File: src/rtl/rr_mux_pkg.sv
// rtl/rr_mux_pkg.sv - shared constants, state type and winner search for the 6-way arbiter
package rr_mux_pkg;

   localparam int N_REQ = 6;
   localparam int SEL_W = 3;
   localparam logic [SEL_W-1:0] SEL_IDLE = 3'b111;

   typedef enum logic {IDLE, GRANT} state_t;

   typedef struct packed {
      logic             found;
      logic [SEL_W-1:0] idx;
   } win_t;

   // First set request bit, scanning upward from ptr and wrapping 5 -> 0.
   function automatic win_t next_winner(input logic [N_REQ-1:0] req,
                                        input logic [SEL_W-1:0] ptr);
      win_t w;
      int   j;
      w.found = 1'b0;
      w.idx   = SEL_IDLE;
      for (int i = 0; i < N_REQ; i++) begin
         j = int'(ptr) + i;
         if (j >= N_REQ) j = j - N_REQ;
         if (!w.found && req[j]) begin
            w.found = 1'b1;
            w.idx   = SEL_W'(j);
         end
      end
      return w;
   endfunction

endpackage

File: src/rtl/mux6_4b.sv
// rtl/mux6_4b.sv - combinational 6:1 x 4-bit mux, zero output for unused selects
module mux6_4b (
   input  logic [2:0] sel,
   input  logic [3:0] data0,
   input  logic [3:0] data1,
   input  logic [3:0] data2,
   input  logic [3:0] data3,
   input  logic [3:0] data4,
   input  logic [3:0] data5,
   output logic [3:0] out
);

   // Select one payload; selects 6 and 7 give the idle value.
   always_comb begin
      out = 4'b0000;
      case (sel)
         3'd0:    out = data0;
         3'd1:    out = data1;
         3'd2:    out = data2;
         3'd3:    out = data3;
         3'd4:    out = data4;
         3'd5:    out = data5;
         default: out = 4'b0000;
      endcase
   end

endmodule

File: src/rtl/rr_mux6_arbiter.sv
// rtl/rr_mux6_arbiter.sv - round-robin burst arbiter owning the select of a 6:1 x 4-bit mux
module rr_mux6_arbiter
   import rr_mux_pkg::*;
#(
   parameter int HOLD  = 4,
   parameter int CNT_W = 4
) (
   input  logic             clk,
   input  logic             reset,
   input  logic [N_REQ-1:0] req,
   input  logic [3:0]       data0,
   input  logic [3:0]       data1,
   input  logic [3:0]       data2,
   input  logic [3:0]       data3,
   input  logic [3:0]       data4,
   input  logic [3:0]       data5,
   output logic [N_REQ-1:0] gnt,
   output logic [SEL_W-1:0] sel,
   output logic [3:0]       out,
   output logic             valid
);

   state_t           state, state_n;
   logic [SEL_W-1:0] ptr, ptr_n;
   logic [CNT_W-1:0] cnt, cnt_n;
   logic [N_REQ-1:0] gnt_n;
   logic [SEL_W-1:0] sel_n;
   logic             valid_n;
   logic [SEL_W-1:0] ptr_rel;
   logic [SEL_W-1:0] arb_ptr;
   logic             release_now;
   win_t             win;

   // Register all arbiter state; reset drops any grant at the same edge.
   always_ff @(posedge clk) begin
      if (reset) begin
         state <= IDLE;
         gnt   <= '0;
         sel   <= SEL_IDLE;
         valid <= 1'b0;
         ptr   <= '0;
         cnt   <= '0;
      end else begin
         state <= state_n;
         gnt   <= gnt_n;
         sel   <= sel_n;
         valid <= valid_n;
         ptr   <= ptr_n;
         cnt   <= cnt_n;
      end
   end

   // Next-state: grant from idle, count the burst, or release and re-arbitrate in the same edge.
   always_comb begin
      state_n     = state;
      gnt_n       = gnt;
      sel_n       = sel;
      valid_n     = valid;
      ptr_n       = ptr;
      cnt_n       = cnt;
      ptr_rel     = (sel == 3'd5) ? 3'd0 : sel + 3'd1;
      // While granted, arbitration only matters on release, where the rotated pointer applies.
      arb_ptr     = (state == GRANT) ? ptr_rel : ptr;
      win         = next_winner(req, arb_ptr);
      release_now = (!req[sel]) || (cnt == CNT_W'(HOLD));
      case (state)
         IDLE: begin
            if (win.found) begin
               state_n = GRANT;
               gnt_n   = N_REQ'(1) << win.idx;
               sel_n   = win.idx;
               cnt_n   = CNT_W'(1);
               valid_n = 1'b1;
            end
         end
         GRANT: begin
            if (!release_now) begin
               cnt_n = cnt + CNT_W'(1);
            end else begin
               ptr_n = ptr_rel;
               if (win.found) begin
                  gnt_n   = N_REQ'(1) << win.idx;
                  sel_n   = win.idx;
                  cnt_n   = CNT_W'(1);
                  valid_n = 1'b1;
               end else begin
                  state_n = IDLE;
                  gnt_n   = '0;
                  sel_n   = SEL_IDLE;
                  cnt_n   = '0;
                  valid_n = 1'b0;
               end
            end
         end
         default: begin
            state_n = IDLE;
            gnt_n   = '0;
            sel_n   = SEL_IDLE;
            valid_n = 1'b0;
         end
      endcase
   end

   mux6_4b u_mux (
      .sel   (sel),
      .data0 (data0),
      .data1 (data1),
      .data2 (data2),
      .data3 (data3),
      .data4 (data4),
      .data5 (data5),
      .out   (out)
   );

   a_gnt_onehot: assert property (@(posedge clk) disable iff (reset) $onehot0(gnt));
   a_valid_or:   assert property (@(posedge clk) disable iff (reset) valid == (|gnt));
   a_sel_match:  assert property (@(posedge clk) disable iff (reset)
                                  valid ? (gnt == (N_REQ'(1) << sel)) : (sel == SEL_IDLE));
   a_cnt_bound:  assert property (@(posedge clk) disable iff (reset) cnt <= CNT_W'(HOLD));
   a_ptr_range:  assert property (@(posedge clk) disable iff (reset) ptr < SEL_W'(N_REQ));

endmodule

File: config.mk
export PLATFORM = sky130hd
export DESIGN_NAME = rr_mux6_arbiter
export DESIGN_NICKNAME = d
export VERILOG_FILES = /design/src/rtl/rr_mux_pkg.sv /design/src/rtl/mux6_4b.sv /design/src/rtl/rr_mux6_arbiter.sv
export SDC_FILE = /design/constraint.sdc
export NUM_CORES = 1
export LEC_CHECK = 0
export CORE_AREA = 5 5 147 79
export CTS_CLUSTER_SIZE = 20
export DETAILED_ROUTE_END_ITERATION = 8
export DIE_AREA = 0 0 152 84
export PLACE_DENSITY_LB_ADDON = 0.25
export SLEW_MARGIN = 10
export SYNTH_ARGS = -nofsm -noshare
export SYNTH_HDL_FRONTEND = slang
export SYNTH_HIERARCHICAL = 1
export SYNTH_SLANG_ARGS = --single-unit
File: constraint.sdc
create_clock -name clk -period 7.05 [get_ports clk]
set_clock_uncertainty 0.2 [all_clocks]
set_input_delay 1.41 -clock clk [delete_from_list [all_inputs] [get_ports clk]]
set_output_delay 1.41 -clock clk [all_outputs]
set_load 0.01 [all_outputs]
==> results, run 1 <==
- The run finished with clean final reports.
- The proportion of synthesized flip-flops having asynchronous set or reset is 0.
- The overall via count from detail_route is 2568.
- The hold violation total from the final report came to 0.
- Clock tree synthesis selected as its root buffer the cell sky130_fd_sc_hd__clkbuf_16.
- For the pin with the worst max-slew slack, the measured transition is 0.807 ns.
- The estimated wirelength of the detail-placed design is 6600 um.
- The final estimated routing congestion in global placement is 0.914.
- The first TritonRoute pass finished after 5 iterations.
- The initial antenna violation count is 0.
- The data arrival time at the worst-slack endpoint is 5.66 ns.
- The primary flip-flop cell chosen by synthesis mapping is sky130_fd_sc_hd__dfxtp_1.
- The post-synthesis instance area is 0.00248 mm^2.
- The first global-routing pass estimated 13500 um of wire.
- In the routed layout, each cell is associated on average with a via count of 5.44.
- Setup repair after global routing left no endpoint under its margin.
- The clock slew at the register clock pins of the worst setup and hold paths is 0.05 ns.
- The clock buffer count from CTS is 3.
- The post-synth net total is 340.
- The worst setup path is captured at a flip-flop.
- The die footprint is 0.0128 mm^2.
- The area inside the core boundary is 0.0104 mm^2.
- The number of placement rows is 27.
- The post-CTS setup repair buffer count is 0.
- The number of input and output port buffers inserted is 45.
- Global routing finished with a remaining overflow of 0.
- The worst-skew pair later-pin latency is 0.25 ns.
- The number of synthesized register bits is 18.
- Of the synthesized area, sequential elements account for 0.145.
- The number of fill cells in the layout is 1153.
- The clock tree from TritonCTS is done.
- The number of global-route vias before repair is 2450.
- The area added between synthesis and finish is 24.4%.
- Post-CTS repair changed the size of 0 cells.
- The routed design could run at a clock period as short as 5.71 ns.
- In this run, distinct cell masters in the synthesized netlist total 86.
- The post-detailed-route DRC marker count is 0.
- Setup violations remaining at the end of the flow were counted as 0.
- The total wirelength of the detailed-routed design is 8220 um.
- Based on the critical path, the design can be clocked at up to 175 MHz.
- Measured along the y axis, the die boundary spans 84 um.
- The final total negative setup slack is 0 ns.
- Counting every sink on the clock net gives 18.
- During I/O placement, the number of pins put on the boundary was 46.
- The repair_antennas step left the layout with diodes totalling 0.
- The yosys synthesis warning count is 6.
- In this run, post-CTS hold repair placed 0 buffers.
- The initial core utilization is 0.238.
- In this run the worst path has a maximum fanout of 19.
- The max-slew violation count was 0.
- For this run, the total global-route usage over all layers was measured as 0.127.
- Measured against its own limit, the worst slew margin works out to 0.457.
- The worst hold path belongs to the class flip-flop to flip-flop.
- The number of nets in the final layout is 373.
- Averaged over all synthesized cells, the footprint is 8.40 um^2.
- The number of flops mapped to enable cells by yosys is 0.
- The iteration-0 DRC count of the detailed router is 233.
- The share of final-layout standard cells stronger than drive strength 1 is 0.125.
- The worst setup path is launched from a flip-flop.
- The kind of critical path is flip-flop to flip-flop.
- The number of antenna-violating nets in the routed design is 0.
- Dividing the final minimum period by the clock period gives 0.810.
- The max capacitance violation total is 0.
- In the final routed layout, each cell accounts on average for 17.4 um.
- The maximum level of the CTS H-tree is 1.
- The required time at the endpoint of the critical path is 7.00 ns.
- Entering global routing, the biggest net connects 20 pins.
- The number of buffers between clock root and the deepest sink is 2.
- From left edge to right edge, the die measures 152 um.
- The gate count of the mapped netlist is 295.
layout make-up:
cell class,instances,area [um^2],share of cell area
Multi-Input combinational cell,240,1920,0.624
Timing Repair Buffer,45,450,0.146
Sequential cell,18,360,0.117
Tap cell,145,181,0.0588
Clock buffer,4,88.8,0.0288
Inverter,20,80.1,0.0260
worst max-delay path: stages, from the launching register on:
cell and delay (ns):
sky130_fd_sc_hd__dfxtp_1 0.85, sky130_fd_sc_hd__nand2_1 0.45, sky130_fd_sc_hd__nand2_1 0.26, sky130_fd_sc_hd__inv_2 0.18, sky130_fd_sc_hd__ha_1 0.37, sky130_fd_sc_hd__nor2b_1 0.19, sky130_fd_sc_hd__a311oi_2 0.14, sky130_fd_sc_hd__nand2_1 0.14
sky130_fd_sc_hd__inv_1 0.08, sky130_fd_sc_hd__ha_1 0.19, sky130_fd_sc_hd__a31o_1 0.23, sky130_fd_sc_hd__a311o_1 0.41, sky130_fd_sc_hd__and2_0 0.17, sky130_fd_sc_hd__o32ai_1 0.58, sky130_fd_sc_hd__a2111oi_0 0.27, sky130_fd_sc_hd__a211oi_2 0.46
sky130_fd_sc_hd__nand3_1 0.16, sky130_fd_sc_hd__o32ai_1 0.26
through the flow:
| step | cell area, um^2 | worst slack (ns) | util | cells | hold WS (ns) |
|---|---|---|---|---|---|
| 2_1_floorplan | 2480 | 2.64 | - | 295 | 0.232 |
| 3_3_place_gp | 3000 | 1.74 | 0.288 | 468 | 0.244 |
| 3_5_place_dp | 3000 | 1.53 | 0.288 | 468 | 0.245 |
| 4_1_cts | 3080 | 1.49 | 0.296 | 472 | 0.253 |
| 5_1_grt | 3080 | 0.914 | 0.296 | 472 | 0.285 |
| 6_report | 3080 | 1.34 | 0.296 | 472 | 0.250 |
sequential cells by signal, summed over array words and instances (netlist names):
signal  count
ptr         3
state       1
cnt         4
valid       1
gnt         6
sel         3
logic make-up (layout without fill, tap and decap cells):
| kind of cell | Yosys count | in the layout | share of synthesized area |
|---|---|---|---|
| muxes | 22 | 22 | 0.142 |
| xor gates and xnor gates | 4 | 4 | 0.0141 |
| and+or+nand+nor | 102 | 102 | 0.234 |
| buffers and inverters | 37 | 69 | 0.0787 |
| AOI/OAI and AO/OA | 99 | 99 | 0.320 |
| adders and majority gates | 13 | 13 | 0.0656 |
| DFF | 18 | 18 | 0.145 |
Yosys cell counts (all sizes together) (8+ instances only):
master	number	area [um^2]
o21ai	10	50.0
nand2	20	75.1
inv	19	76.3
buf	11	92.6
nand3	15	75.1
ha	13	163
nor2	18	67.6
dfxtp	18	360
mux4	8	188
a21oi	17	85.1
a211oi	12	113
mux2	10	124
placed cells by master, fill, tap and decap left out, types with 4 or more instances in the layout:
cell type,Yosys,routed
sky130_fd_sc_hd__a31oi_1,4,4
sky130_fd_sc_hd__a21oi_1,17,17
sky130_fd_sc_hd__and2_1,5,5
sky130_fd_sc_hd__mux2i_1,4,4
sky130_fd_sc_hd__nand2b_1,5,5
sky130_fd_sc_hd__dfxtp_1,18,18
sky130_fd_sc_hd__and2b_2,5,5
sky130_fd_sc_hd__nand2_1,20,20
sky130_fd_sc_hd__o21ai_0,7,7
sky130_fd_sc_hd__o32ai_1,5,5
sky130_fd_sc_hd__mux2_2,5,5
sky130_fd_sc_hd__a211oi_1,9,9
sky130_fd_sc_hd__nor2_1,18,18
sky130_fd_sc_hd__nand3_1,15,15
sky130_fd_sc_hd__o21a_1,5,5
sky130_fd_sc_hd__mux4_2,6,6
sky130_fd_sc_hd__nor3_1,5,5
sky130_fd_sc_hd__clkdlybuf4s50_1,0,45
sky130_fd_sc_hd__xnor2_1,4,4
sky130_fd_sc_hd__ha_1,13,13
sky130_fd_sc_hd__inv_1,16,16
worst paths after layout:
| kind | startpoint | depth (start not counted) | endpoint | slack [ns] |
|---|---|---|---|---|
| setup / recovery | sel[0] | 17 | gnt[3] | 1.34 |
| hold / removal | gnt[4] | 2 | gnt[4] | 0.25 |
| setup reg to reg | sel[0] | 17 | gnt[3] | 1.34 |
| hold reg to reg | gnt[4] | 2 | gnt[4] | 0.25 |
layer usage:
| metal | global-route usage | vias to the layer above | wire [um] |
|---|---|---|---|
| met5 | 0 | - | 0 |
| met4 | 0.00979 | 0 | 16 |
| met3 | 0.0508 | 4 | 1040 |
| met2 | 0.157 | 118 | 2790 |
| met1 | 0.205 | 1228 | 4370 |
| li1 | - | 1218 | - |
Power of run 1 is not shown: default switching activity piles up to over one toggle a cycle in this logic, so the estimate is an artifact.
==> run 2: changes to the inputs <==
- clock period: 7.05 -> 5.5 ns (I/O delays scaled with it)
==> run 2 against run 1 <==
Net effect: die area stayed put; wire length up 5.6%; largest cell class unchanged; sequential share of layout area fell by 0.19 points; core utilization rose by 0.59 points; highest routed layer unchanged; clock-buffer cell count unchanged; maximum frequency rose by 12%.
==> results, run 2 (same netlist as run 1, synthesis figures left out) <==
- The critical hold path startpoint is gnt[3].
- The max-slew violation count is 0 (unchanged).
- The flow ran to the end, and the final reports show no timing, DRC or antenna violations.
- The worst slew slack as a fraction of its limit is 0.454 (-0.00291).
- The required time at the endpoint of the critical path is 5.45 ns (-1.55 ns).
- The post-detailed-route DRC marker count is 0 (unchanged).
- The master of the slowest instance on the critical path is sky130_fd_sc_hd__o32ai_1.
- The cell family contributing the most delay on the critical path is compound AO/OA/AOI/OAI gates.
- The critical path startpoint category is a flip-flop.
- The library cells used most frequently in the layout, excluding fill and tap cells, are 45 x sky130_fd_sc_hd__clkdlybuf4s50_1, 20 x sky130_fd_sc_hd__nand2_1, 18 x sky130_fd_sc_hd__nor2_1, 17 x sky130_fd_sc_hd__a21oi_1, 17 x sky130_fd_sc_hd__dfxtp_1.
- The worst-skew pair later-pin latency is 0.25 ns (about the same).
- The total global-route track usage is 0.132 (+0.00459).
- The via count normalized by instance count is 5.60 (+3.0%).
- The clock buffer count from CTS is 3 (unchanged).
- Counting flops per register, the top entry is gnt.
- The max capacitance violation total is 0 (unchanged).
- The area inside the core boundary is 0.0104 mm^2 (unchanged).
- The share of final-layout standard cells stronger than drive strength 1 is 0.149 (+0.0239).
- The total wirelength of the detailed-routed design is 8680 um (+5.6%).
- The maximum level of the CTS H-tree is 1 (unchanged).
- The cell count of the worst hold path is 2 (unchanged).
- The largest registers in the layout are gnt: 6 flops, cnt: 4 flops.
- The number of flip-flops in the largest register was 6 (unchanged).
- Leaving out fill and tap cells, the most frequent cell in the layout is sky130_fd_sc_hd__clkdlybuf4s50_1.
- The clock slew at the register clock pins of the worst setup and hold paths is 0.05 ns (about the same).
- The final critical-path share of the clock period is 0.930 (+0.120).
- The number of buffers between clock root and the deepest sink is 2 (unchanged).
- The number of top-level pins came to 46 (unchanged).
- TritonCTS built the clock tree.
- The wire length of the first global-routing pass is 13700 um (+1.9%).
- The leftover overflow at the end of global routing is 0 (unchanged).
- STA classifies the critical path endpoint as a flip-flop.
- The kind of critical path is flip-flop to flip-flop.
- The endpoint identified for the worst register-to-register timing path is gnt[1].
- The hold violation total from the final report is 0 (unchanged).
- The master cell of the clock root buffer is sky130_fd_sc_hd__clkbuf_16.
- The number of placement rows was 27 (unchanged).
- The actual transition at the worst max-transition pin is 0.811 ns (+0.00432 ns).
- The number of failing setup endpoints in the final timing report is 0 (unchanged).
- The maximum operating frequency is 195 MHz (+12%).
- The final total negative setup slack is 0 ns (unchanged).
- The initial core utilization is 0.238 (unchanged).
- The overall via count from detail_route is 2689 (+4.7%).
- The number of global-route vias before repair is 2436 (-0.57%).
- The stage delay of the slowest cell on the critical path is 0.59 ns (-0.26 ns).
- The number of antenna diodes is 0 (unchanged).
- The die footprint was 0.0128 mm^2 (unchanged).
- The number of iterations in the first detailed-routing pass is 4 (-1).
- The estimated wirelength of the detail-placed design is 7150 um (+8.3%).
- The largest net degree at the start of global routing is 20 (unchanged).
- The buffers plus inverters on the worst setup path is 2 (unchanged).
- The number of nets in the final layout is 381 (+2.1%).
- The chip width was 152 um (unchanged).
- The vertical die dimension is 84 um (unchanged).
- The kind of path behind the tightest hold check is flip-flop to flip-flop.
- The signal on the critical path passes through or3b_1 > a31o_4 > inv_6 > ha_1 > and3b_1 > a311oi_2 > nand2_1 > inv_1 > ha_1 > a31o_1 > a311o_1 > and2_0 > o32ai_1 > a2111oi_0 > a211oi_2 > nand3_1 > o32ai_1.
- The final standard cell count with taps included and fillers excluded came to 480 (+1.7%).
- The post-CTS setup repair buffer count is 0 (unchanged).
- The worst hold path terminates at gnt[3].
- The per-cell routed wire length is 18.1 um (+3.8%).
- The data arrival time at the worst-slack endpoint is 5.07 ns (-0.59 ns).
- The reg-to-reg critical path startpoint is sel[1].
- The highest net fanout along the worst path came to 11 (-8).
- The clock sink total came to 18 (unchanged).
- The minimum period implied by the final worst setup slack came to 5.12 ns (-0.593 ns).
- The depth of the worst register-to-register path was 17 (unchanged).
- The number of antenna-violating nets in the routed design is 0 (unchanged).
- The number of input and output port buffers inserted is 45 (unchanged).
- Setup repair after global routing left no endpoint under its margin.
- The initial antenna violation count is 0 (unchanged).
- The count of hold buffers inserted by post-cts repair is 0 (unchanged).
- The cell count after placement is 476 (+1.7%).
- The register-to-register setup slack is 0.38 ns (-0.96 ns).
- Compared with the post-synthesis result, the final layout area differs by 26.9%.
- The iteration-0 DRC count of the detailed router is 228 (-2.1%).
- The final estimated routing congestion in global placement was 0.920 (+0.71%).
-- run 2: changes by cell type in the layout (fill, tap and decap cells not counted) --
cell,delta
sky130_fd_sc_hd__dfxtp_1,-1
sky130_fd_sc_hd__dfxtp_2,+1
sky130_fd_sc_hd__buf_4,+8
-- run 2: timing repair --
item,4_1_cts,5_1_grt
endpoints found under the setup margin,0,1
gates resized for setup,0,1
hold endpoints to repair,0,0
-- run 2: routing by layer --
metal	vias to the layer above	routed length [um]	global-route usage
met2	196	2740	0.140
met3	15	1480	0.0704
li1	1238	-	-
met4	0	63	0.0114
met5	-	0	0
met1	1240	4390	0.219
-- run 2: how the worst max path moves through the flow --
stage          depth (start not counted)  startpoint  slack [ns]      to
2_1_floorplan                         17      sel[2]        1.09  gnt[3]
3_3_place_gp                          17       state        0.65  gnt[0]
3_5_place_dp                          17      sel[1]        0.53  gnt[1]
4_1_cts                               17      sel[1]        0.50  gnt[1]
5_1_grt                               17      sel[1]        0.04  gnt[1]
6_report                              17      sel[1]        0.38  gnt[1]
-- run 2: worst reg2reg max path, stage by stage (launching register included) --
cell and delay (ns):
sky130_fd_sc_hd__dfxtp_1 0.37, sky130_fd_sc_hd__or3b_1 0.41, sky130_fd_sc_hd__a31o_4 0.29, sky130_fd_sc_hd__inv_6 0.12, sky130_fd_sc_hd__ha_1 0.38, sky130_fd_sc_hd__and3b_1 0.24
sky130_fd_sc_hd__a311oi_2 0.06, sky130_fd_sc_hd__nand2_1 0.15, sky130_fd_sc_hd__inv_1 0.09, sky130_fd_sc_hd__ha_1 0.20, sky130_fd_sc_hd__a31o_1 0.24, sky130_fd_sc_hd__a311o_1 0.41
sky130_fd_sc_hd__and2_0 0.17, sky130_fd_sc_hd__o32ai_1 0.59, sky130_fd_sc_hd__a2111oi_0 0.25, sky130_fd_sc_hd__a211oi_2 0.43, sky130_fd_sc_hd__nand3_1 0.17, sky130_fd_sc_hd__o32ai_1 0.26
-- run 2: area by class of cell --
type / instances / area (um^2)
fill: 1131 / 7260
sequential: 18 / 362
inverter: 20 / 80.1
multi-input combinational: 240 / 1920
timing repair buffer: 53 / 510
tap: 145 / 181
clock buffer: 4 / 88.8
-- run 2: metrics by stage --
stage	area [um^2]	util	setup WS, ns	hold WS (ns)
2_1_floorplan	2480	-	1.09	0.232
3_3_place_gp	3060	0.294	0.650	0.244
3_5_place_dp	3060	0.294	0.529	0.258
4_1_cts	3140	0.302	0.505	0.268
5_1_grt	3150	0.302	0.0404	0.287
6_report	3150	0.302	0.383	0.261
Power of run 2 is left out for the same reason.
==> run 3: changes to the inputs <==
- CTS_CLUSTER_SIZE: 20 -> not set
==> results of run 3 <==
Final layout, timing and power as in run 2 (identical DEF).
Power of run 3 is left out for the same reason.
